File: config.mk
export PLATFORM = sky130hd
export DESIGN_NAME = reg_file_read_streamer
export DESIGN_NICKNAME = d
export VERILOG_FILES = /design/src/rtl/reg_file_read_streamer.sv
export SDC_FILE = /design/constraint.sdc
export NUM_CORES = 1
export LEC_CHECK = 0
export CAP_MARGIN = 15
export CORE_ASPECT_RATIO = 0.7
export CORE_MARGIN = 4
export CORE_UTILIZATION = 29
export DETAILED_ROUTE_END_ITERATION = 8
export GPL_TIMING_DRIVEN = 0
export PLACE_DENSITY_LB_ADDON = 0.05
export SETUP_SLACK_MARGIN = 0.4
export SLEW_MARGIN = 20
export SYNTH_ARGS = -nofsm -noshare
export SYNTH_HDL_FRONTEND = slang
export SYNTH_SLANG_ARGS = --single-unit
export TNS_END_PERCENT = 50
File: constraint.sdc
create_clock -name Clk -period 4.6 [get_ports Clk]
set_input_delay 0.46 -clock Clk [delete_from_list [all_inputs] [get_ports Clk]]
set_output_delay 0.46 -clock Clk [all_outputs]
set_load 0.1 [all_outputs]
File: src/rtl/reg_file_read_streamer.sv
// Walks an inclusive, wrapping address range of a register file read port and
// streams {address, data} pairs out over a valid/ready handshake.
module reg_file_read_streamer #(
    parameter int N = 32,
    parameter int A = 5
) (
    input  logic         Clk,
    input  logic         R,
    input  logic         Start,
    input  logic [A-1:0] FirstAddr,
    input  logic [A-1:0] LastAddr,
    output logic [A-1:0] RdAddr,
    input  logic [N-1:0] RdData,
    output logic [N-1:0] OutData,
    output logic [A-1:0] OutAddr,
    output logic         OutValid,
    input  logic         OutReady,
    output logic         Busy,
    output logic         Done
);

    localparam logic [1:0] IDLE  = 2'd0;
    localparam logic [1:0] FETCH = 2'd1;
    localparam logic [1:0] SEND  = 2'd2;
    localparam logic [1:0] DONE  = 2'd3;

    logic [1:0]   state;
    logic [A-1:0] last_addr;

    always_ff @(posedge Clk) begin
        if (R) begin
            state     <= IDLE;
            last_addr <= '0;
            RdAddr    <= '0;
            OutData   <= '0;
            OutAddr   <= '0;
            OutValid  <= 1'b0;
            Busy      <= 1'b0;
            Done      <= 1'b0;
        end else begin
            Done <= 1'b0;
            case (state)
                IDLE: begin
                    // Busy stays up through the Done cycle and drops on the
                    // first IDLE edge unless a new walk starts right there.
                    if (Start) begin
                        last_addr <= LastAddr;
                        RdAddr    <= FirstAddr;
                        Busy      <= 1'b1;
                        state     <= FETCH;
                    end else begin
                        Busy <= 1'b0;
                    end
                end
                FETCH: begin
                    OutData  <= RdData;
                    OutAddr  <= RdAddr;
                    OutValid <= 1'b1;
                    state    <= SEND;
                end
                SEND: begin
                    if (OutValid && OutReady) begin
                        OutValid <= 1'b0;
                        if (OutAddr == last_addr) begin
                            state <= DONE;
                        end else begin
                            RdAddr <= RdAddr + 1'b1;
                            state  <= FETCH;
                        end
                    end
                end
                DONE: begin
                    Done  <= 1'b1;
                    state <= IDLE;
                end
                default: state <= IDLE;
            endcase
        end
    end

endmodule

==> impl_metrics.ini, run 1 <==
[outcome]
status = completed

[floorplanning]
io_pins = 91
die_y_um = 78.3
dieWidth_um = 108
initial_utilization_pct = 30.1
fp-row-count = 25
core_um2 = 6790
dieArea_um2 = 8480

[sta]
timing.fmax_ghz = 0.407
rsz0062_at_grt = false
holdWs_ps = 457
worst_pin_slew_ps = 999
period_needed_ps = 2460
worst_slack_ps = 2140
slew_viol_final = 0
setup_viol = 0
fin_skew_ps = 6.80
slew_headroom_pct = 33.2
final.period_utilization_pct = 53.5
hold_viol_final = 0
finalSetupTns_ps = 0

[hold_path]
min_delay_worst_endpoint = OutData[8]
holdCritPathClass = register to register
worstHoldStart = OutData[8]
whs_path_depth = 2

[pwr]
seq_power_share_pct = 42.6
ir_drop_uv = 178
switching_share_pct = 38.8
pwr-share-clk_pct = 22.6
internal_power_mw = 0.728
p_sw_mw = 0.462
p_comb_share_pct = 34.8
power-per-cell-area_nw_per_um2 = 379
p_leak_nw = 1.11

[yosys]
synth_top_area_share_pct = 50.9
synth_seq_area_share_pct = 50.9
synth_nets = 298
yosys_warnings = 0
yosysTopAreaCell = dfxtp_1
synth_cell_type_count = 33
ys_ff_latch = 52
avgSynthCellArea_um2 = 8.15
synth_area_leaders = dfxtp_1 51%, nand2_1 15%, a21oi_1 11%, nor2_1 2.8%, mux2i_1 2.4%
synthCells = 251
syn-cell-area_um2 = 2040

[cts]
cts_tree = done
post-cts-setup-buffer-count = 0
post_cts_resized = 0
holdBufCountCts = 0
cts_buffer_depth = 2
cts_root_buffer = clkbuf_8
cts.htree.levels = 2
clk_latency_ps = 300
clkSinkCount = 52
cts_made_buffers = 5
clk_pin_slew_ps = 90

[cells_and_area]
fillCellCount = 701
syn2layout_area_growth_pct = 53.7
final_cell_area_um2 = 3140
n_antenna_cell = 0
final_util_pct = 46.3
post_route_cells_drive_above_1_share_pct = 5.75
fin_nets = 394

[setup_path]
reg2reg_depth = 5
worstSetupPathType = register to output pin
slowest_stage = clkdlybuf4s50_1
cp-start-kind = register
worstReg2RegStart = state[0]
path_max_fanout = 7
crit_chain = clkdlybuf4s50_1
cp_num_buf_inv = 1
reg2reg_slack_ps = 2900
regToRegEndpoint = RdAddr[2]
required_ps = 4140
cp_slowest_stage_delay_ps = 1210
end_kind = output pin
cp_top_family = buffers and inverters
critPathArrivalTime_ps = 2000

[run]
cap_violations = 0

[global_route]
grt_pass1_wl_um = 9640
grt_pass1_vias = 1857
grt_max_degree = 15
grt_usage_pct = 14.4
antenna_found_initial = 0
overflow = 0

[placed_design]
portBuffers = 89
place_ws_ps = 2470
hpwl_um = 4290
gp_congestion = 0.809
placed_cell_area_um2 = 3050

[routing]
drt_first_pass_iters = 4
routed_wl_um = 5960
drt-vias-per-instance = 4.44
post_drt_wl_per_cell_um = 13.5
ant_nets = 0
drt-initial-drc-count = 109
drc = 0
vias = 1964
per-layer routing:
| layer | vias to the layer above | GRT usage, % | wire length, µm |
|---|---|---|---|
| li1 | 1021 | - | - |
| met1 | 876 | 20.8 | 2910 |
| met4 | 0 | 3.40 | 40 |
| met2 | 62 | 20.7 | 2480 |
| met3 | 5 | 4.85 | 531 |
| met5 | - | 0 | 0 |
kinds of logic after synthesis:
group | Yosys count | share of synthesized area [%]
multiplexers | 6 | 3.00
flip-flops | 52 | 50.9
adder cells (fa/ha/maj) | 1 | 0.612
AO/OA/AOI/OAI | 57 | 16.7
AND/OR/NAND/NOR | 112 | 23.3
buffers and inverters | 20 | 4.22
XOR/XNOR | 3 | 1.29
power groups by stage:
stage	Clock [mW]	Sequential, mW	Combinational (mW)
2_1_floorplan	0	0.702	0.106
3_3_place_gp	0	0.516	0.413
3_5_place_dp	0	0.517	0.415
4_1_cts	0.283	0.507	0.417
5_1_grt	0.304	0.512	0.437
6_report	0.269	0.507	0.414
state kept, by name, summed over array words and instances, names as in the netlist:
register and count:
Busy 1, Done 1, OutAddr 5, OutData 32, OutValid 1, RdAddr 5
last_addr 5, state 2
worst min-delay path, delay by kind of cell (launching register included):
kind	cells	cell delay, ps
flops	1	320
compound gates	1	50
simple gates	1	50
cell usage after synthesis (all sizes together):
library cell / number
nand2: 79
dfxtp: 52
a21oi: 46
nor2: 15
buf: 8
clkbuf: 8
mux2i: 5
o21ai: 5
inv: 4
nor3: 4
nand2b: 3
nand3: 3
nor3b: 2
or4: 2
xnor2: 2
a221o: 1
a311oi: 1
a41o: 1
a41oi: 1
and2b: 1
ha: 1
mux2: 1
nor2b: 1
o221ai: 1
o31ai: 1
or2b: 1
or3: 1
xor2: 1
cell type report:
cell class	instances	area [µm²]	area share, %
clock buffers	8	90.1	2.87
flip-flops and latches	52	1040	33.1
inverters	4	15.0	0.478
well taps	94	118	3.74
repair buffers	89	891	28.3
plain buffers	16	71.3	2.27
multi-input cells	179	917	29.2
stage by stage:
stage / total power, mW / instances
after floorplan: 0.808 / 251
after global placement: 0.929 / 434
after detailed placement: 0.933 / 434
after CTS: 1.21 / 442
after global routing: 1.25 / 442
final: 1.19 / 442
cell usage in the layout (no fill, tap or decap), drive strengths merged, types with 3 or more instances in the layout:
master	Yosys	routed
nand2	79	79
nor2	15	15
mux2i	5	5
nand3	3	3
clkbuf	8	16
dfxtp	52	52
nor3	4	4
nand2b	3	3
o21ai	5	5
clkdlybuf4s50	0	89
buf	8	8
inv	4	4
a21oi	46	46
worst max path at each step:
stage	slack, ps	depth (start not counted)	endpoint	from
CTS	2130	1	RdAddr[2]	RdAddr[2]
finish	2140	1	RdAddr[2]	RdAddr[2]
detailed placement	2470	1	RdAddr[2]	RdAddr[2]
floorplan	2460	6	RdAddr[4]	RdAddr[1]
global route	2080	1	RdAddr[2]	RdAddr[2]
global placement	2470	1	RdAddr[2]	RdAddr[2]
Note: power is estimated with default switching activity, not from simulation.
==> run 2, diff against run 1 <==
==> constraint.sdc (replaced) <==
create_clock -name Clk -period 2.4 [get_ports Clk]
set_input_delay 0.24 -clock Clk [delete_from_list [all_inputs] [get_ports Clk]]
set_output_delay 0.24 -clock Clk [all_outputs]
set_load 0.1 [all_outputs]
==> run 2 against run 1 <==
Total power is 89% higher. Largest cell class unchanged. First-iteration DRC count is 50% lower. Critical endpoint is now OutData[13]. Register-to-register slack worse by 2200 ps.
==> impl_metrics.ini, run 2 (synthesis results as in run 1) <==
[setup_path]
cp_slowest_stage_delay_ps = 1130
required_ps = 2160
slowest_stage = clkdlybuf4s50_1
crit_chain = clkdlybuf4s50_1
path_max_fanout = 2
reg2reg_depth = 5
worstReg2RegStart = state[0]
end_kind = output pin
cp_num_buf_inv = 1
cp-start-kind = register
regToRegEndpoint = RdAddr[2]
worstSetupPathType = register to output pin
critPathArrivalTime_ps = 1770
reg2reg_slack_ps = 720
cp_top_family = buffers and inverters

[global_route]
overflow = 0
grt_usage_pct = 13.9
grt_pass1_vias = 1913
antenna_found_initial = 0
grt_max_degree = 15
grt_pass1_wl_um = 9330

[sta]
worst_pin_slew_ps = 992
slew_headroom_pct = 34.1
hold_viol_final = 0
timing.fmax_ghz = 0.497
slew_viol_final = 0
setup_viol = 0
fin_skew_ps = 8.99
rsz0062_at_grt = true
worst_slack_ps = 386
final.period_utilization_pct = 83.9
period_needed_ps = 2010
finalSetupTns_ps = 0

[pwr]
p_sw_mw = 0.874
seq_power_share_pct = 43.1
switching_share_pct = 38.8
p_comb_share_pct = 34.2
p_leak_nw = 1.42
pwr-share-clk_pct = 22.7
power-per-cell-area_nw_per_um2 = 714
ir_drop_uv = 337
internal_power_mw = 1.38

[routing]
drt-vias-per-instance = 4.49
routed_wl_um = 5780
vias = 1986
post_drt_wl_per_cell_um = 13.1
ant_nets = 0
drt-initial-drc-count = 54
drt_first_pass_iters = 4
drc = 0

[cts]
cts_tree = done
clk_latency_ps = 300
cts.htree.levels = 2
clkSinkCount = 52
cts_made_buffers = 5
cts_root_buffer = clkbuf_8
cts_buffer_depth = 2
clk_pin_slew_ps = 90
post-cts-setup-buffer-count = 0
holdBufCountCts = 0

[outcome]
status = completed

[run]
cap_violations = 0

[floorplanning]
fp-row-count = 25
dieArea_um2 = 8480
io_pins = 91
dieWidth_um = 108
die_y_um = 78.3
core_um2 = 6790
initial_utilization_pct = 30.1

[cells_and_area]
fin_nets = 394
fillCellCount = 696
n_antenna_cell = 0
syn2layout_area_growth_pct = 54.3
final_cells = 442
final_cell_area_um2 = 3150
final_common_cell = nand2_1
final_util_pct = 46.5
regMostFlops = OutData
layout_common_cells = 79 x nand2_1, 55 x clkdlybuf4s50_1, 46 x a21oi_1
largest_reg_flops = 32
post_route_cells_drive_above_1_share_pct = 7.76

[placed_design]
hpwl_um = 4260
portBuffers = 89
gp_congestion = 0.743
placed_cell_area_um2 = 3060
place_ws_ps = 486
dp.cells = 434

[hold_path]
whs_path_depth = 4
holdCritPathClass = input port to register
worstHoldStart = R
min_delay_worst_endpoint = RdAddr[2]
run 2: worst max path at each step:
stage | end | start | slack, ps | depth (start not counted)
finish | OutData[13] | OutData[13] | 390 | 1
global route | OutData[26] | OutData[26] | 340 | 1
CTS | OutData[11] | OutData[11] | 370 | 1
detailed placement | RdAddr[2] | RdAddr[2] | 490 | 1
global placement | RdAddr[2] | RdAddr[2] | 480 | 1
floorplan | RdAddr[0] | OutValid | 430 | 4
run 2: metal layers:
layer	vias to the layer above	global-route usage, %	share of wire, %
li1	1022	-	-
met1	906	18.7	47
met2	54	21.2	44
met3	4	5.01	8.7
met4	0	3.40	0.59
met5	-	0	0
run 2: what timing repair did:
item,CTS,global route
resized for setup,22,12
endpoints found under the setup margin,44,24
cloned,0,0
run 2: metrics by stage:
step | hold WS (ps) | power [mW]
2_1_floorplan | 358 | 1.55
3_3_place_gp | 441 | 1.78
3_5_place_dp | 446 | 1.78
4_1_cts | 427 | 2.28
5_1_grt | 461 | 2.37
6_report | 434 | 2.25
run 2: cell type report:
class | instances | area [µm²] | share of cell area [%]
buffer | 16 | 71.3 | 2.26
clock buffer | 8 | 90.1 | 2.86
inverter | 4 | 15.0 | 0.476
multi-input combinational | 179 | 917 | 29.1
sequential | 52 | 1050 | 33.3
tap | 94 | 118 | 3.73
timing repair buffer | 89 | 893 | 28.3
run 2: power groups by stage:
| stage | clock network, mW | logic, mW | registers [mW] |
|---|---|---|---|
| 5_1_grt | 0.579 | 0.814 | 0.980 |
| 2_1_floorplan | 0 | 0.203 | 1.35 |
| 3_5_place_dp | 0 | 0.791 | 0.992 |
| 6_report | 0.511 | 0.770 | 0.970 |
| 4_1_cts | 0.533 | 0.777 | 0.971 |
| 3_3_place_gp | 0 | 0.792 | 0.991 |
==> run 3, diff against run 2 <==
==> constraint.sdc (replaced) <==
create_clock -name Clk -period 2.1 [get_ports Clk]
set_input_delay 0.21 -clock Clk [delete_from_list [all_inputs] [get_ports Clk]]
set_output_delay 0.21 -clock Clk [all_outputs]
set_load 0.1 [all_outputs]
==> run 3 against run 2 <==
Clock skew decreased by 3.1 ps. Die area unchanged. Register-to-register slack got worse by 260 ps. Design area down 0.52%. Combinational power rose by 14%. Routed wire length down 1.8%. Core utilization decreased by 0.24 points. Sequential share of layout area rose by 0.53 points. Total power up 14%. Largest power group unchanged.
==> impl_metrics.ini, run 3 (synthesis results as in run 1) <==
[sta]
period_needed_ps = 1710
rsz0062_at_grt = true
hold_viol_final = 0
timing.fmax_ghz = 0.586
fin_skew_ps = 5.92
setup_viol = 0
slew_headroom_pct = 35.8
worst_pin_slew_ps = 968
worst_slack_ps = 392
holdWs_ps = 385
final.period_utilization_pct = 81.3
slew_viol_final = 0
finalSetupTns_ps = 0

[cells_and_area]
final_cells = 443
syn2layout_area_growth_pct = 53.5
layout_common_cells = 79 x nand2_1, 46 x a21oi_1, 44 x clkdlybuf4s50_1
final_cell_area_um2 = 3140
final_util_pct = 46.2
fin_nets = 395
regMostFlops = OutData
final_common_cell = nand2_1
post_route_cells_drive_above_1_share_pct = 18.9
n_antenna_cell = 0
largest_reg_flops = 32

[cts]
cts_root_buffer = clkbuf_8
cts_buffer_depth = 2
cts.htree.levels = 2
clk_latency_ps = 300
cts_tree = done
clk_pin_slew_ps = 90
clkSinkCount = 52
cts_made_buffers = 5

[setup_path]
path_max_fanout = 2
critPathArrivalTime_ps = 1500
worstSetupPathType = register to output pin
slowest_stage = dlygate4sd2_1
cp-start-kind = register
cp_num_buf_inv = 1
cp_top_family = buffers and inverters
end_kind = output pin
crit_chain = dlygate4sd2_1
required_ps = 1890
cp_slowest_stage_delay_ps = 860

[routing]
ant_nets = 0
wl_met1_um = 2840
drc = 0
drt-initial-drc-count = 55
drt_first_pass_iters = 4
vias = 1943
dr_wl_met3_um = 485
met2_length_um = 2300
post_drt_wl_per_cell_um = 12.8
drt-vias-per-instance = 4.39
routed_wl_um = 5670
highest_layer = met4

[placed_design]
place_ws_ps = 246
gp_congestion = 0.774
dp.cells = 434
portBuffers = 89
hpwl_um = 4260
placed_cell_area_um2 = 3070

[floorplanning]
dieArea_um2 = 8480
die_y_um = 78.3
dieWidth_um = 108
fp-row-count = 25
initial_utilization_pct = 30.1
io_pins = 91
core_um2 = 6790

[global_route]
antenna_found_initial = 0
overflow = 0
grt_usage_pct = 13.8
grt_max_degree = 16
grt_pass1_vias = 1797
grt_pass1_wl_um = 9230

[pwr]
ir_drop_uv = 313
power-per-cell-area_nw_per_um2 = 820
finalPower_mw = 2.57
p_leak_nw = 1.20

[outcome]
status = completed

[run]
cap_violations = 0

[hold_path]
holdCritPathClass = input port to register
-- run 3: path summary, 6_finish.rpt --
kind,startpoint,to,slack [ps],depth (start not counted)
setup / recovery,OutData[14],OutData[14],390,1
hold / removal,R,RdAddr[2],380,4
setup reg to reg,state[0],RdAddr[0],460,7
hold reg to reg,OutData[12],OutData[12],450,2
-- run 3: layout make-up --
cell class | instances | area (µm²)
tap | 94 | 118
fill | 739 | 3650
multi-input combinational | 179 | 920
buffer | 16 | 77.6
clock buffer | 6 | 82.6
timing repair buffer | 90 | 855
inverter | 4 | 15.0
clock inverter | 2 | 10.0
sequential | 52 | 1060
-- run 3: report_power, final --
| group | switching, mW | leakage (nW) | internal [mW] |
|---|---|---|---|
| combinational | 0.632 | 0.723 | 0.243 |
| sequential | 0.0520 | 0.429 | 1.06 |
| clock | 0.326 | 0.0510 | 0.264 |
| total | 1.01 | 1.20 | 1.56 |
-- run 3: timing repair --
action | in CTS | in global routing
pin swaps | 0 | 1
hold buffers | 0 | 0
gates resized for setup | 88 | 28
setup endpoints to repair | 48 | 55
buffers inserted | 0 | 1
-- run 3: routing by layer --
layer  vias up  track usage (%)
li1       1020                -
met1       862             19.7
met2        56             19.5
met3         5             4.85
met4         0             3.78
met5         -                0
